$ cat config.mk
export PLATFORM = sky130hd
export DESIGN_NAME = onewire_slave_seq
export DESIGN_NICKNAME = d
export VERILOG_FILES = /design/src/rtl/onewire_slave_seq.sv
export SDC_FILE = /design/constraint.sdc
export NUM_CORES = 1
export LEC_CHECK = 0
export ABC_AREA = 0
export BUFFER_PORTS_ARGS = -buffer_cell sky130_fd_sc_hd__buf_2
export CAP_MARGIN = 30
export CORE_ASPECT_RATIO = 2
export CORE_MARGIN = 2
export CORE_UTILIZATION = 35
export CTS_CLUSTER_SIZE = 14
export DETAILED_ROUTE_END_ITERATION = 7
export PLACE_DENSITY_LB_ADDON = 0.3
export SLEW_MARGIN = 40
export SYNTH_ARGS = -nofsm -noshare
export SYNTH_HDL_FRONTEND = slang
export SYNTH_SLANG_ARGS = --single-unit
$ cat constraint.sdc
create_clock -name clk -period 6.36 [get_ports clk]
set_input_delay 0.318 -clock clk [delete_from_list [all_inputs] [get_ports clk]]
set_output_delay 0.318 -clock clk [all_outputs]
set_load 0.02 [all_outputs]
$ cat src/rtl/onewire_slave_seq.sv
`default_nettype none
// ============================================================================
//  Module      : onewire_slave_seq
//  Description : 1-Wire slave command sequencer. Filters decoded 56-bit
//                commands by device address, executes register reads and
//                writes, builds the 56-bit response frame for the transmit
//                path and keeps a saturating error/drop counter.
//  Revision    : 1.0 - initial release
// ============================================================================
module onewire_slave_seq #(
    parameter logic [7:0] DEV_ADDR   = 8'h01,
    parameter logic [7:0] BCAST_ADDR = 8'hFF,
    parameter int         RD_TIMEOUT = 16,
    parameter int         TX_TIMEOUT = 4096
) (
    input  logic        clk,
    input  logic        reset,
    input  logic        i_cmd_valid,
    input  logic [55:0] i_command,
    input  logic        i_crc_error,
    output logic        o_reg_we,
    output logic        o_reg_re,
    output logic [7:0]  o_reg_addr,
    output logic [31:0] o_reg_wdata,
    input  logic [31:0] i_reg_rdata,
    input  logic        i_reg_rvalid,
    output logic        o_tx_req,
    output logic [55:0] o_tx_frame,
    input  logic        i_tx_done,
    output logic        o_busy,
    output logic [2:0]  o_status,
    output logic [7:0]  o_err_count
);

    // Opcodes
    localparam logic [7:0] OP_WRITE = 8'h01;
    localparam logic [7:0] OP_READ  = 8'h02;
    localparam logic [7:0] OP_PING  = 8'h03;
    localparam logic [7:0] OP_BAD   = 8'hEE;

    // Status codes
    localparam logic [2:0] ST_OK     = 3'd0;
    localparam logic [2:0] ST_CRC    = 3'd1;
    localparam logic [2:0] ST_BADOP  = 3'd2;
    localparam logic [2:0] ST_RD_TO  = 3'd3;
    localparam logic [2:0] ST_TX_TO  = 3'd4;
    localparam logic [2:0] ST_DROP   = 3'd5;

    // One shared wait counter, wide enough for the longer of the two timeouts
    localparam int              CNT_MAX = (RD_TIMEOUT > TX_TIMEOUT) ? RD_TIMEOUT : TX_TIMEOUT;
    localparam int              CNT_W   = $clog2(CNT_MAX + 1);
    localparam logic [CNT_W-1:0] RD_LAST = CNT_W'(RD_TIMEOUT - 1);
    localparam logic [CNT_W-1:0] TX_LAST = CNT_W'(TX_TIMEOUT - 1);

    typedef enum logic [2:0] {
        S_IDLE    = 3'd0,
        S_CHECK   = 3'd1,
        S_EXEC    = 3'd2,
        S_RD_WAIT = 3'd3,
        S_RESP    = 3'd4,
        S_TX_WAIT = 3'd5
    } state_t;

    state_t             state;
    logic [55:0]        cmd;
    logic               crc_err;
    logic [CNT_W-1:0]   cnt;
    logic [31:0]        resp_data;

    // Fields of the latched command
    logic [7:0]  cmd_op;
    logic [7:0]  cmd_dev;
    logic [7:0]  cmd_reg;
    logic [31:0] cmd_data;

    assign cmd_op   = cmd[55:48];
    assign cmd_dev  = cmd[47:40];
    assign cmd_reg  = cmd[39:32];
    assign cmd_data = cmd[31:0];

    // Address and opcode classification of the latched command
    logic is_bcast;
    logic addr_hit;
    logic op_valid;

    assign is_bcast = (cmd_dev == BCAST_ADDR);
    assign addr_hit = (cmd_dev == DEV_ADDR) || is_bcast;
    assign op_valid = (cmd_op == OP_WRITE) || (cmd_op == OP_READ) || (cmd_op == OP_PING);

    // A new command can only be taken when the registered state is IDLE;
    // anything arriving earlier, including the cycle we return to IDLE, is dropped.
    logic drop_evt;
    assign drop_evt = i_cmd_valid && (state != S_IDLE);

    // Error events raised by the in-flight command this cycle
    logic fsm_err;
    assign fsm_err = ((state == S_CHECK)   && (crc_err || (addr_hit && !op_valid)))
                  || ((state == S_RD_WAIT) && !i_reg_rvalid && (cnt == RD_LAST))
                  || ((state == S_TX_WAIT) && !i_tx_done    && (cnt == TX_LAST));

    // Up to two events per cycle: one from the FSM and one dropped command
    logic [1:0] err_inc;
    logic [8:0] err_sum;

    assign err_inc = {1'b0, fsm_err} + {1'b0, drop_evt};
    assign err_sum = {1'b0, o_err_count} + {7'b0, err_inc};

    assign o_busy = (state != S_IDLE);

    // Saturating error counter
    always_ff @(posedge clk or negedge reset) begin
        if (!reset) begin
            o_err_count <= 8'h00;
        end else begin
            o_err_count <= err_sum[8] ? 8'hFF : err_sum[7:0];
        end
    end

    // Command sequencer: filter, execute, respond, with timeouts on both waits
    always_ff @(posedge clk or negedge reset) begin
        if (!reset) begin
            state       <= S_IDLE;
            cmd         <= 56'h0;
            crc_err     <= 1'b0;
            cnt         <= '0;
            resp_data   <= 32'h0;
            o_reg_we    <= 1'b0;
            o_reg_re    <= 1'b0;
            o_reg_addr  <= 8'h00;
            o_reg_wdata <= 32'h0;
            o_tx_req    <= 1'b0;
            o_tx_frame  <= 56'h0;
            o_status    <= ST_OK;
        end else begin
            // Strobes are single-cycle; the counter restarts on every state entry
            o_reg_we <= 1'b0;
            o_reg_re <= 1'b0;
            cnt      <= '0;

            // A dropped command reports 5 unless the in-flight command
            // writes its own final status in the same cycle (below).
            if (drop_evt) begin
                o_status <= ST_DROP;
            end

            case (state)
                S_IDLE: begin
                    if (i_cmd_valid) begin
                        cmd     <= i_command;
                        crc_err <= i_crc_error;
                        state   <= S_CHECK;
                    end
                end

                S_CHECK: begin
                    if (crc_err) begin
                        o_status <= ST_CRC;
                        state    <= S_IDLE;
                    end else if (!addr_hit) begin
                        state <= S_IDLE;
                    end else if (!op_valid) begin
                        o_status <= ST_BADOP;
                        state    <= is_bcast ? S_IDLE : S_RESP;
                    end else if (is_bcast && (cmd_op != OP_WRITE)) begin
                        state <= S_IDLE;
                    end else begin
                        // Strobes are registered so they line up with EXEC
                        o_reg_addr <= cmd_reg;
                        if (cmd_op == OP_WRITE) begin
                            o_reg_we    <= 1'b1;
                            o_reg_wdata <= cmd_data;
                        end
                        if (cmd_op == OP_READ) begin
                            o_reg_re <= 1'b1;
                        end
                        state <= S_EXEC;
                    end
                end

                S_EXEC: begin
                    if (cmd_op == OP_WRITE) begin
                        if (is_bcast) begin
                            o_status <= ST_OK;
                            state    <= S_IDLE;
                        end else begin
                            resp_data <= cmd_data;
                            state     <= S_RESP;
                        end
                    end else if (cmd_op == OP_READ) begin
                        state <= S_RD_WAIT;
                    end else begin
                        resp_data <= 32'h0;
                        state     <= S_RESP;
                    end
                end

                S_RD_WAIT: begin
                    if (i_reg_rvalid) begin
                        resp_data <= i_reg_rdata;
                        state     <= S_RESP;
                    end else if (cnt == RD_LAST) begin
                        o_status <= ST_RD_TO;
                        state    <= S_IDLE;
                    end else begin
                        cnt <= cnt + CNT_W'(1);
                    end
                end

                S_RESP: begin
                    o_tx_req <= 1'b1;
                    if (op_valid) begin
                        o_tx_frame <= {cmd_op | 8'h80, DEV_ADDR, cmd_reg, resp_data};
                    end else begin
                        o_tx_frame <= {OP_BAD, DEV_ADDR, cmd_op, 24'h0};
                    end
                    state <= S_TX_WAIT;
                end

                S_TX_WAIT: begin
                    if (i_tx_done) begin
                        o_tx_req <= 1'b0;
                        o_status <= op_valid ? ST_OK : ST_BADOP;
                        state    <= S_IDLE;
                    end else if (cnt == TX_LAST) begin
                        o_tx_req <= 1'b0;
                        o_status <= ST_TX_TO;
                        state    <= S_IDLE;
                    end else begin
                        cnt <= cnt + CNT_W'(1);
                    end
                end

                default: begin
                    state <= S_IDLE;
                end
            endcase
        end
    end

endmodule
`default_nettype wire

; ---- Word level (Yosys, flattened, before mapping)
; Cells that the tools add are included.
; Widths: inputs -> output; s select.
[classes]
add_sub_neg = 3
bitwise_logic = 2
reduce_logical = 27
n_mux = 52
eq_ne = 19
[ops]
columns = op, count
row1 = $mux 32, 4
row2 = $pmux 32 s2, 1
row3 = $mux 3, 21
row4 = $mux 56, 1
row5 = $mux 13, 4
row6 = $pmux 13 s2, 1
row7 = $pmux 3 s6, 1
row8 = $eq 8x1->1 const B, 2
row9 = $eq 8x2->1 const B, 2
row10 = $mux 1, 14
row11 = $add 13x1->13 const B, 1
row12 = $eq 13x12->1 const B, 1
row13 = $eq 13x4->1 const B, 1
row14 = $pmux 3 s4, 1
row15 = $add 8x2->9, 1
row16 = $eq 8x8->1 const B, 1
row17 = $logic_and 1x1->1, 8
row18 = $mux 8, 1
row19 = $ne 8x1->1 const B, 1
row20 = $eq 3x2->1 const B, 2
row21 = $eq 3x3->1 const B, 2
row22 = $logic_or 1x1->1, 6
row23 = $ne 3x2->1 const B, 2
row24 = $ne 3x3->1 const B, 2
row25 = 15 further kinds, 22
[word_totals]
ff_bits = 215
wordCells = 116
input_bits = 94
out_inout_bits = 111

; ---- Depth between registers and ports, before layout
[logic_depth]
word_depth = 12
ltp_mapped = 13
depth_no_buf = 11

; ---- Worst setup path before layout
; Ideal clock, no wire load.
[synth_timing]
kind = register to register
startpoint = register cmd[50]
endpoint = register o_err_count[2]
path_buffers = 1
arrival_time_ns = 2.892
path_slack_ns = 3.334
path_stages_with_launch = 12
synth_period_minus_slack_ns = 3.026
required_time_ns = 6.226
setup_time_ns = 0.134
path_cell_list = dfrtp_1 > or4_4 > nor4_4 > a21oi_1 > o21ai_0 > nand3_1 > fa_1 > and3_1 > and3_1 > clkbuf_1 > nand4_1 > o21ai_0
[synth_between]
elab_chain_len = 12
word_cells_on_any_way = 14
classes_between = add/sub: 2 / eq/ne: 3 / mux: 1 / reduce/logical: 8
[synth_lines]
columns = element, line
row1 = "start, declared", 65  ; logic [55:0] cmd;
row2 = "start signal, assigned", 149  ; cmd <= i_command;
row3 = $eq 8x1->1 or $eq 8x2->1 (tied branches), 88  ; assign op_valid = (cmd_op == OP_WRITE) || (cmd_op == OP_READ) || (cmd_op == OP_PING);
row4 = $logic_or 1x1->1, 88
row5 = $logic_or 1x1->1 (*), 88
row6 = $logic_not 1->1 (*), --
row7 = $logic_and 1x1->1 (*), 97  ; assign fsm_err = ((state == S_CHECK) && (crc_err || (addr_hit && !op_valid)))
row8 = $logic_or 1x1->1 (*), 97
row9 = $logic_and 1x1->1 (*), 97
row10 = $logic_or 1x1->1 (*), 98  ; || ((state == S_RD_WAIT) && !i_reg_rvalid && (cnt == RD_LAST))
row11 = $logic_or 1x1->1 (*), 99  ; || ((state == S_TX_WAIT) && !i_tx_done && (cnt == TX_LAST));
row12 = $add 1x1->2 (*), 105  ; assign err_inc = {1'b0, fsm_err} + {1'b0, drop_evt};
row13 = $add 8x2->9 (*), 106  ; assign err_sum = {1'b0, o_err_count} + {7'b0, err_inc};
row14 = $mux 8 (*), 115  ; o_err_count <= err_sum[8] ? 8'hFF : err_sum[7:0];
row15 = "end signal, assigned", 115
row16 = "end, declared", 32  ; output logic [7:0] o_err_count
; Mark *: on every way between the ends. The rest lies on a longest branch, timed or not.
; A chain may end at the register's enable or synchronous reset.

; ---- Final worst setup path
; Ends and elaborated chain as after synthesis.

==> run_results.csv <==
group,metric,value,unit
run_status,status,"finished clean",
yosys,yosys_register_bits,208,
global_route,grt_pass1_vias,6648,
placement,dpl_worst_slack,2740,ps
setup_path,crit_fanout,43,
cts,cts_htree_levels,1,
floorplanning,die_y,228,um
sta,fin_crit_sh,56.8,%
sta,period_minus_slack,3610,ps
yosys,yosysMostFrequentCell,"dfrtp_1",
placement,gp_congestion,0.877,
yosys,synthesis.nets,808,
final_layout,fin_nets,996,
global_route,grt-ovfl-total,0,
hold_path,holdPathEnd,"cmd[35]",
global_route,antenna_found_initial,2,
setup_path,start_kind,"register",
route,met3WireLength,939,um
placement,dpl.hpwl,16200,um
placement,port_buffers,203,
yosys,synth_common_cells,"208 x dfrtp_1, 126 x mux2_2, 93 x nand2_1",
hold_path,worstHoldPathCells,2,
route,drtIter0Drc,276,
route,drc,0,
cts,post_cts_buffers,0,
setup_path,critical_path_arrival,3970,ps
final_layout,final_cell_area,0.0108,mm^2
yosys,synthCells,712,
sta,skew,31.6,ps
route,routedWlPerCell,18.4,um
power,p_total,3.81,mW
global_route,grt_max_degree,74,
setup_path,r2r-start,"cmd[50]",
power,p_leak,5.57,nW
setup_path,timing.rr.end,"o_err_count[2]",
yosys,ys_async_sr_fraction,100,%
sta,max-slew-margin-rel,48.9,%
power,p_per_area,352,mW/mm^2
yosys,synth_top_area_share,59.4,%
setup_path,required,6720,ps
floorplanning,row_count,81,
cts,path_clk_slew,60,ps
sta,finalSetupTns,0,ps
final_layout,drive_above_1_share,42.2,%
hold_path,holdCritStartpoint,"i_command[35]",
route,drt_wl_total,22900,um
cts,clk_path_buf_depth,3,
global_route,grt_first_pass_wirelength,35800,um
final_layout,post-route-util,44.1,%
yosys,seq_area_frac_synth,59.4,%
route,num_vias,6138,
setup_path,reg2regPathDepth,11,
route,wl_met1,8010,um
route,firstDrtPassIters,5,
floorplanning,die-width,116,um
sta,worst_pin_slew,767,ps
route,top_layer,"met4",
floorplanning,num_io_pins,205,
route,drt.antenna.violating_nets,0,
final_layout,syn2layout_area_growth,23.6,%
final_layout,largest_reg_flops,56,
cts,clock-sinks,208,
yosys,synthDominantAreaCellType,"dfrtp_1",
job,cap_violations,0,
placement,placed_cell_area,0.0101,mm^2
sta,max_freq,0.277,GHz
global_route,gr-usage-all-layers,17.6,%
floorplanning,die_area,0.0264,mm^2
setup_path,reg2reg_slack,2750,ps
yosys,synthTopCellsByArea,"dfrtp_1 59%, mux2_2 16%, nand2_1 4.0%",
sta,slew_violations,0,
floorplanning,start_util,35.7,%
route,viasPerCell,4.92,
sta,rsz0062_at_grt,"false",
cts,cts_tree,"done",
sta,setup_slack,2750,ps
power,ir_drop,216,uV
yosys,syn-cell-area,0.00876,mm^2
yosys,synth_edf_count,0,
sta,hold_violations,0,
setup_path,worstSetupPathType,"reg -> reg",
route,dr_wl_met2,13000,um
final_layout,nFillCells,2414,
cts,cts_buffers,20,
hold_path,hp-class,"in -> reg",
setup_path,end_kind,"register",
sta,setup_viol,0,
cts,cts_root_buf,"clkbuf_16",
yosys,synth_ff_type,"dfrtp_1",
floorplanning,coreArea,0.0245,mm^2
yosys,yosys_warnings,0,
cts,clk_latency,520,ps
yosys,ys_types,54,
yosys,avgSynthCellArea,12.3,um^2
-- layout by cell type (no fill, tap or decap), drive strengths merged, types with 3 or more instances in the layout --
cell      n
a211oi    3
a21oi    16
a22o     32
and2      6
and3      5
and4      4
buf     212
clkbuf   34
dfrtp   208
inv       6
mux2    129
nand2    93
nand2b    4
nand3    47
nand4     6
nor2     34
nor3      5
nor4      5
o21ai    15
or3       3
xnor2     8
xor2      6
-- through the flow --
stage / cells / hold slack [ps]
CTS: 1246 / 5.59
global placement: 1206 / 361
finish: 1247 / 28.7
floorplan: 712 / 22.4
global route: 1247 / 14.8
detailed placement: 1209 / 371
-- critical path, stage by stage, from the launching register on --
cell and delay [ps]:
dfrtp_1 400, or4_4 580, nor4_4 210, buf_4 490
a21oi_1 210, o21ai_0 200, nand3_1 120, fa_1 420
and3_1 230, and3_1 240, nand4_1 200, o21ai_0 130
-- how the worst max path moves through the flow --
stage | start | endpoint | slack, ps | cells past startpoint
2_1_floorplan | cmd[50] | o_err_count[2] | 3330 | 11
3_3_place_gp | cmd[50] | o_err_count[2] | 2820 | 11
3_5_place_dp | cmd[50] | o_err_count[4] | 2740 | 11
4_1_cts | cmd[50] | o_err_count[4] | 2700 | 11
5_1_grt | cmd[50] | o_err_count[4] | 2460 | 11
6_report | cmd[50] | o_err_count[2] | 2750 | 11
-- timing repair --
action,CTS,global route
hold buffers,1,0
resized for setup,0,0
endpoints found under the hold margin,68,0
-- layer usage --
layer  track usage [%]  vias up
met2              33.7      163
met1              18.6     3053
li1                  -     2865
met3              2.31       57
met5                 0        -
met4              7.63        0
-- final cells by class --
| class | count | area [um^2] | area share [%] |
|---|---|---|---|
| flip-flops and latches | 208 | 5200 | 48.1 |
| diodes | 1 | 2.50 | 0.0231 |
| clock inverters | 3 | 51.3 | 0.474 |
| well taps | 332 | 415 | 3.84 |
| multi-input cells | 450 | 3320 | 30.7 |
| inverters | 6 | 22.5 | 0.208 |
| repair buffers | 214 | 1150 | 10.6 |
| clock buffers | 33 | 649 | 6.00 |
-- power by group --
group	leakage (nW)	switching (mW)	internal (mW)
sequential	2.75	0.216	1.57
combinational	2.48	0.413	0.362
clock	0.347	0.510	0.738
total	5.57	1.14	2.67
-- logic make-up (layout without fill, tap and decap cells) --
kind of cell               count (synthesis)  count (layout)  share of synthesized area, %
AOI/OAI and AO/OA                         82              82                          6.87
xor gates and xnor gates                  14              14                          1.40
adders and majority gates                  2               2                         0.371
buffers and inverters                     54             256                          3.10
DFF                                      208             208                          59.4
muxes                                    131             131                          16.8
other                                      1               2                        0.0428
and+or+nand+nor                          220             220                          12.0
Power figures use the tool's default switching activity.
